--- config.mk ---
export PLATFORM = sky130hd
export DESIGN_NAME = caf_shift_sched
export DESIGN_NICKNAME = d
export VERILOG_FILES = /design/src/rtl/caf_shift_sched.sv
export SDC_FILE = /design/constraint.sdc
export NUM_CORES = 1
export LEC_CHECK = 0
export CAP_MARGIN = 40
export CORE_MARGIN = 8
export CORE_UTILIZATION = 41
export CTS_CLUSTER_DIAMETER = 100
export DETAILED_ROUTE_END_ITERATION = 8
export GPL_ROUTABILITY_DRIVEN = 1
export PLACE_DENSITY = 0.89
export SETUP_SLACK_MARGIN = 0.1
export SLEW_MARGIN = 20
export SYNTH_ARGS = -nofsm -noshare
export SYNTH_HDL_FRONTEND = slang
export SYNTH_SLANG_ARGS = --single-unit
--- constraint.sdc ---
create_clock -name clk -period 4.82 [get_ports clk]
set_clock_uncertainty 0.15 [all_clocks]
set_input_delay 0.723 -clock clk [delete_from_list [all_inputs] [get_ports clk]]
set_output_delay 0.723 -clock clk [all_outputs]
set_load 0.02 [all_outputs]
--- src/rtl/caf_shift_sched.sv ---
// caf_shift_sched: sweeps lags 0..num_shifts-1, streaming ref[k]/rx[s+k] pairs plus one flush beat into
// the dot-product engine and presenting each lag's result tagged with s. Optional macro: CAF_SCHED_CONJ_EN.
module caf_shift_sched #(
    parameter int data_bits  = 12,
    parameter int length     = 5,
    parameter int addr_bits  = 10,
    parameter int shift_bits = 8,
    parameter int sum_bits   = 24
) (
    input  logic                  clk,
    input  logic                  rst,
    input  logic                  start,
    input  logic [shift_bits-1:0] num_shifts,
    output logic                  busy,
    output logic                  done,
    output logic                  ref_rd_en,
    output logic [addr_bits-1:0]  ref_addr,
    output logic                  rx_rd_en,
    output logic [addr_bits-1:0]  rx_addr,
    input  logic [data_bits-1:0]  ref_i,
    input  logic [data_bits-1:0]  ref_q,
    input  logic [data_bits-1:0]  rx_i,
    input  logic [data_bits-1:0]  rx_q,
    output logic                  dot_x_tvalid,
    output logic                  dot_y_tvalid,
    output logic [data_bits-1:0]  dot_xi,
    output logic [data_bits-1:0]  dot_xq,
    output logic [data_bits-1:0]  dot_yi,
    output logic [data_bits-1:0]  dot_yq,
    output logic                  dot_tready,
    input  logic                  dot_valid,
    input  logic [sum_bits-1:0]   dot_i,
    input  logic [sum_bits-1:0]   dot_q,
    output logic                  out_valid,
    input  logic                  out_ready,
    output logic [sum_bits-1:0]   out_i,
    output logic [sum_bits-1:0]   out_q,
    output logic [shift_bits-1:0] out_shift
);
    localparam int k_bits = length > 1 ? $clog2(length) : 1;

    typedef enum logic [2:0] {IDLE, FEED, FLUSH, WAIT, OUT, FIN} state_t;

    state_t                state_q, state_d;
    logic [k_bits-1:0]     k_q, k_d;
    logic [shift_bits-1:0] s_q, s_d, num_q, num_d, out_shift_q, out_shift_d;
    logic [sum_bits-1:0]   out_i_q, out_i_d, out_q_q, out_q_d;
    logic                  busy_q, busy_d, out_valid_q, out_valid_d;
    logic                  rd_q, flush_q;
    logic                  feed, last_k;
    logic [data_bits-1:0]  ref_q_adj;

`ifdef CAF_SCHED_CONJ_EN
    localparam logic [data_bits-1:0] most_neg = {1'b1, {(data_bits-1){1'b0}}};
    // Saturate the one value whose negation does not fit.
    assign ref_q_adj = (ref_q == most_neg) ? ~most_neg : -ref_q;
`else
    assign ref_q_adj = ref_q;
`endif

    assign feed   = state_q == FEED;
    assign last_k = k_q == k_bits'(length - 1);

    always_ff @(posedge clk or posedge rst) begin
        if (rst) begin
            state_q     <= IDLE;
            k_q         <= '0;
            s_q         <= '0;
            num_q       <= '0;
            busy_q      <= 1'b0;
            out_valid_q <= 1'b0;
            out_i_q     <= '0;
            out_q_q     <= '0;
            out_shift_q <= '0;
            rd_q        <= 1'b0;
            flush_q     <= 1'b0;
        end else begin
            state_q     <= state_d;
            k_q         <= k_d;
            s_q         <= s_d;
            num_q       <= num_d;
            busy_q      <= busy_d;
            out_valid_q <= out_valid_d;
            out_i_q     <= out_i_d;
            out_q_q     <= out_q_d;
            out_shift_q <= out_shift_d;
            rd_q        <= feed;
            flush_q     <= state_q == FLUSH;
        end
    end

    always_comb begin
        state_d     = state_q;
        k_d         = k_q;
        s_d         = s_q;
        num_d       = num_q;
        busy_d      = busy_q;
        out_valid_d = out_valid_q;
        out_i_d     = out_i_q;
        out_q_d     = out_q_q;
        out_shift_d = out_shift_q;
        case (state_q)
            IDLE: if (start) begin
                num_d = num_shifts;
                s_d   = '0;
                k_d   = '0;
                if (num_shifts == '0) begin
                    state_d = FIN;
                end else begin
                    busy_d  = 1'b1;
                    state_d = FEED;
                end
            end
            FEED: begin
                k_d = k_q + 1'b1;
                if (last_k) state_d = FLUSH;
            end
            FLUSH: state_d = WAIT;
            WAIT: if (dot_valid) begin
                out_i_d     = dot_i;
                out_q_d     = dot_q;
                out_shift_d = s_q;
                out_valid_d = 1'b1;
                state_d     = OUT;
            end
            OUT: if (out_ready) begin
                out_valid_d = 1'b0;
                s_d         = s_q + 1'b1;
                k_d         = '0;
                state_d     = (s_d == num_q) ? FIN : FEED;
            end
            FIN: begin
                busy_d  = 1'b0;
                state_d = IDLE;
            end
            default: state_d = IDLE;
        endcase
    end

    assign busy       = busy_q;
    assign done       = state_q == FIN;
    assign ref_rd_en  = feed;
    assign rx_rd_en   = feed;
    assign ref_addr   = feed ? addr_bits'(k_q) : '0;
    assign rx_addr    = feed ? addr_bits'(s_q) + addr_bits'(k_q) : '0;
    assign dot_tready = feed || state_q == FLUSH || state_q == WAIT;

    // Data beats land one cycle after each read; the flush beat trails them with zero operands.
    assign dot_x_tvalid = rd_q | flush_q;
    assign dot_y_tvalid = rd_q | flush_q;
    assign dot_xi       = rd_q ? rx_i : '0;
    assign dot_xq       = rd_q ? rx_q : '0;
    assign dot_yi       = rd_q ? ref_i : '0;
    assign dot_yq       = rd_q ? ref_q_adj : '0;

    assign out_valid = out_valid_q;
    assign out_i     = out_i_q;
    assign out_q     = out_q_q;
    assign out_shift = out_shift_q;
endmodule

==> Word level (Yosys, flattened, before mapping) <==
Cells that the tools add are included.
W data, S select, Z words.
{ "op_classes": {"n_eq_ne": 12, "mux": 25, "reduce_logical": 15, "add_sub_neg": 3, "bitwise": 1} }
{ "op_table": {"columns": ["cell", "count"], "rows": [
  ["$mux W12", 4],
  ["$mux W3", 9],
  ["$mux W8", 2],
  ["$pmux W8 S2", 1],
  ["$pmux W3 S5", 1],
  ["$reduce_and A3 Y1", 4],
  ["$add A8 B3 Y9", 1],
  ["$eq A3 B3 Y1 const B", 3],
  ["$mux W9", 1],
  ["$pmux W3 S3", 1],
  ["$add A8 B1 Y8 const B", 1],
  ["$eq A8 B8 Y1", 1],
  ["$logic_not A8 Y1", 1],
  ["$ne A2 B2 Y1 const B", 4],
  ["$eq A3 B2 Y1 const B", 2],
  ["$reduce_bool A2 Y1", 3],
  ["$mux W1", 4],
  ["$pmux W1 S2", 2],
  ["$reduce_and A2 Y1", 2],
  ["$reduce_and A4 Y1", 1],
  ["$add A3 B1 Y3 const B", 1],
  ["$eq A3 B1 Y1 const B", 1],
  ["$logic_not A3 Y1", 1],
  ["$reduce_bool A3 Y1", 1],
  ["3 further kinds", 4]
]} }
{ "word_totals": {"reg_bits": 82, "word_cells": 67} }

==> Longest topological paths before layout <==
{ "depth": {"depth_word": 5, "mapped_depth": 7, "ltp_nobuf": 6} }

==> Worst setup path after synthesis <==
Ideal clock, no wire load.
{ "synth_path": {"kind": "register to output", "from": "reg s_q[0]", "to": "out rx_addr[4]", "t_required_ps": 3947, "t_arrival_ps": 1759, "path_slack_ps": 2188, "n_path_buf": 0, "path_stages_with_launch": 7, "cell_sequence": "dfrtp_1 ha_1 fa_1 a21oi_1 nor2b_1 xnor2_1 nor2_1"} }
{ "synth_via": {"elab_chain_len": 2} }
{ "synth_rtl": {"columns": ["element", "line_no", "rtl"], "rows": [
  ["start: declaration", "46", "logic [shift_bits-1:0] s_q, s_d, num_q, num_d, out_shift_q, out_shift_d;"],
  ["start signal: assignment", "68", "s_q <= '0;"],
  ["start signal: assignment", "80", "s_q <= s_d;"],
  ["$add A8 B3 Y9", "145", "assign rx_addr = feed ? addr_bits'(s_q) + addr_bits'(k_q) : '0;"],
  ["$mux W9", "145", null],
  ["end: declaration", "19", "output logic [addr_bits-1:0] rx_addr,"]
]} }
Every way passes these cells.

==> Worst setup path in the final report <==
Ends and elaborated chain as after synthesis.

==> out/metrics.csv <==
metric,value,unit
Fillers,745,
"Req. time, crit path",3.95,ns
clock sink count,82,
"Seq/Total Area, Yosys",0.496,
GP Congestion,0.887,
gr ovfl total,0,
first-pass GRT wire length,19.9,mm
PwrDens,545,nW/um2
core area,9770,um2
Sw Share,0.382,
pin count of the biggest net entering global routing,33,
relative slew slack,0.607,
internal power,2.28,mW
die area,13600,um2
fraction of layout cells with a size suffix above 1,0.150,
Initial Util,0.423,
Area growth syn-to-layout,64.0,%
Critical Path Max Stage Delay,0.62,ns
Gate power share,0.545,
Worst EP arrival,2.78,ns
Clock Latency Late Sink,0.36,ns
# port buffers,232,
final antenna-violating net count,0,
DR WL/cell,18.1,um
Main synth FF type,dfrtp_1,
switching power total,1.41,mW
register area,2050,um2
final wirelength,13.3,mm
FF-to-FF Start,state_q[2]$_DFFE_PP0P_,
vias per cell,4.90,
die width,116,um
max cap viols,0,
Synth Area in Compound Gates,0.0681,
part of the power in registers,0.310,
Final Hold Viols,0,
WHS Path Cells,1,
Worst-Margin Slew,0.584,ns
Reg2Reg Depth,4,
Post-synth EDFFs,0,
WS Path Type,reg2out,
Worst Hold Path EP,out_q[18]$_DFFE_PP0P_,
Worst Hold Launch,out_q[18]$_DFFE_PP0P_,
Yosys reg bits,82,
total track usage,0.192,
max-slew violation total from the final report,0,
Max IR drop VDD,323,uV
post-synthesis simple-gate area fraction,0.163,
RSZ-0062 raised after global routing,no,
mux cell area share after synthesis,0.169,
Netlist Area Pre-Place,4130,um2
clock edge transition at the registers on the reported setup and hold paths,0.08,ns
TritonCTS buffer count,9,
main combinational cell family by area after synthesis,multiplexers,
Setup Buffers After CTS,0,
Initial DRT Pass Iterations,4,
CP Launch Type,flip-flop,
synth warn,0,
reg2reg setup slack,2.65,ns
H-tree levels,3,
met1 usage,0.196,
GR peak layer,met2,
cts hold-fix bufs,0,
CP max FO,9,
outcome,"complete, no violations",
Total Power,3.70,mW
Leakage,2.85,nW
Multi-input gate area,1920,um2
IO Pins,241,
die height,116,um
Iter 0 DRT Violations,91,
Critical Path Slowest Stage Cell,clkdlybuf4s50_1,
Setup crit start,s_q[0]$_DFFE_PP0P_,
crit end category,primary output,
Synth Area in Adders,0.0254,
CP Cell Sequence,ha_1 -> fa_1 -> a21oi_1 -> nor2b_1 -> xnor2_1 -> nor2_1 -> clkdlybuf4s50_1,
post-synth cell types,44,
vias in the first global route,3707,
Final min period,3.65,ns
initial antenna violation count,0,
Max Fclk,274,MHz
vias,3589,
"Gates resized, CTS repair",0,
Clock power frac,0.145,
syn_area_per_cell,11.1,um2
Final #Nets,711,
Detailed Place HPWL,10.8,mm
post-synthesis xor/xnor area fraction,0.0297,
M3 GR Usage,0.0807,
clk buf depth,2,
Clk Tree Root Cell,clkbuf_8,
async set or reset register ratio after synthesis,1.00,
Sum Neg Setup Slack,0,ns
type of the tightest min-delay check,reg2reg,
Mapped Cells,371,
final period utilization,0.757,
M2 GR Usage,0.342,
Reg-to-Reg End,out_q[13]$_DFFE_PP0P_,
final setup fails,0,
Core Rows,36,
CTS tree,yes,
DRC Markers,0,
power groups by stage:
stage	registers [mW]	clock network (mW)	logic, mW
2_1_floorplan	1.35	0	0.836
3_3_place_gp	1.16	0	1.97
3_5_place_dp	1.16	0	2.04
4_1_cts	1.15	0.555	2.04
5_1_grt	1.19	0.585	2.14
6_report	1.15	0.537	2.01
layer usage:
| metal | wire length (um) | up-vias |
|---|---|---|
| li1 | - | 1695 |
| met4 | 212 | 0 |
| met1 | 4660 | 1695 |
| met5 | 0 | - |
| met2 | 6800 | 183 |
| met3 | 1620 | 16 |
synthesized netlist by cell type, types with 4 or more instances:
cell type,n,area share
buf_2,10,0.012
mux2_2,62,0.17
inv_1,7,0.0064
o21ai_0,19,0.023
xnor2_1,6,0.013
nor2_1,16,0.015
a21oi_1,10,0.012
buf_4,10,0.018
nand3_1,7,0.0085
dfrtp_1,82,0.50
clkbuf_1,12,0.011
ha_1,6,0.018
and2_1,53,0.080
nor3_1,4,0.0048
xor2_1,8,0.017
nand2_1,16,0.015
final cells by class:
| type | count | area share |
|---|---|---|
| Inverter | 7 | 0.00406 |
| Sequential cell | 82 | 0.303 |
| Clock inverter | 5 | 0.0116 |
| Clock buffer | 10 | 0.0188 |
| Tap cell | 133 | 0.0246 |
| Timing Repair Buffer | 238 | 0.354 |
| Multi-Input combinational cell | 257 | 0.284 |
| Antenna cell | 1 | 0.000369 |
state kept, by name, summed over array words and instances, names as in the netlist:
name       count
out_i         24
out_q         24
num_q          8
out_shift      8
s_q            8
k_q            3
state_q        3
busy           1
flush_q        1
out_valid      1
rd_q           1
worst max-delay path by stage:
stage / end / cells past startpoint / slack, ns
3_3_place_gp: out_i[10]$_DFFE_PP0P_ / 4 / 1.57
5_1_grt: rx_addr[4] / 7 / 0.98
2_1_floorplan: busy$_DFFE_PP0P_ / 1 / 1.84
4_1_cts: rx_addr[4] / 7 / 1.17
3_5_place_dp: rx_addr[4] / 7 / 1.58
6_report: rx_addr[4] / 7 / 1.17
layout by cell type (no fill, tap or decap), types with 4 or more instances in the layout:
cell and instances:
xnor2_1 6, clkdlybuf4s50_1 232, nor3_1 4, nand3_1 6
clkbuf_8 9, nor2_1 16, mux2_2 62, nand2_1 16
ha_1 6, xor2_1 8, dfrtp_1 82, a21oi_1 10
and2_1 53, conb_1 8, o21ai_0 19, inv_1 6
worst max-delay path: cells and delay by family, from the launching register on:
family | cells | cell delay [ns]
xor+xnor | 1 | 0.13
buf+inv | 1 | 0.62
flops | 1 | 0.50
compound gates | 1 | 0.29
simple gates | 2 | 0.21
fa+ha+maj | 2 | 0.66
kinds of logic (layout without fill, tap and decap cells):
group                      after synthesis  after routing
AOI/OAI and AO/OA                       45             45
xor gates and xnor gates                14             14
adders and majority gates                8              8
buffers and inverters                   39            260
DFF                                     82             82
muxes                                   62             62
other                                    1              9
and+or+nand+nor                        120            120
per-stage QoR:
step	worst slack (ns)	hold WS [ns]	util	area [um2]	cells
after floorplan	1.84	0.337	-	4160	378
after global placement	1.57	0.318	0.666	6510	714
after detailed placement	1.58	0.342	0.672	6570	717
after CTS	1.17	0.360	0.693	6780	732
after global routing	0.976	0.369	0.693	6780	732
final	1.17	0.354	0.693	6780	733
(Power assumes the default switching activity.)
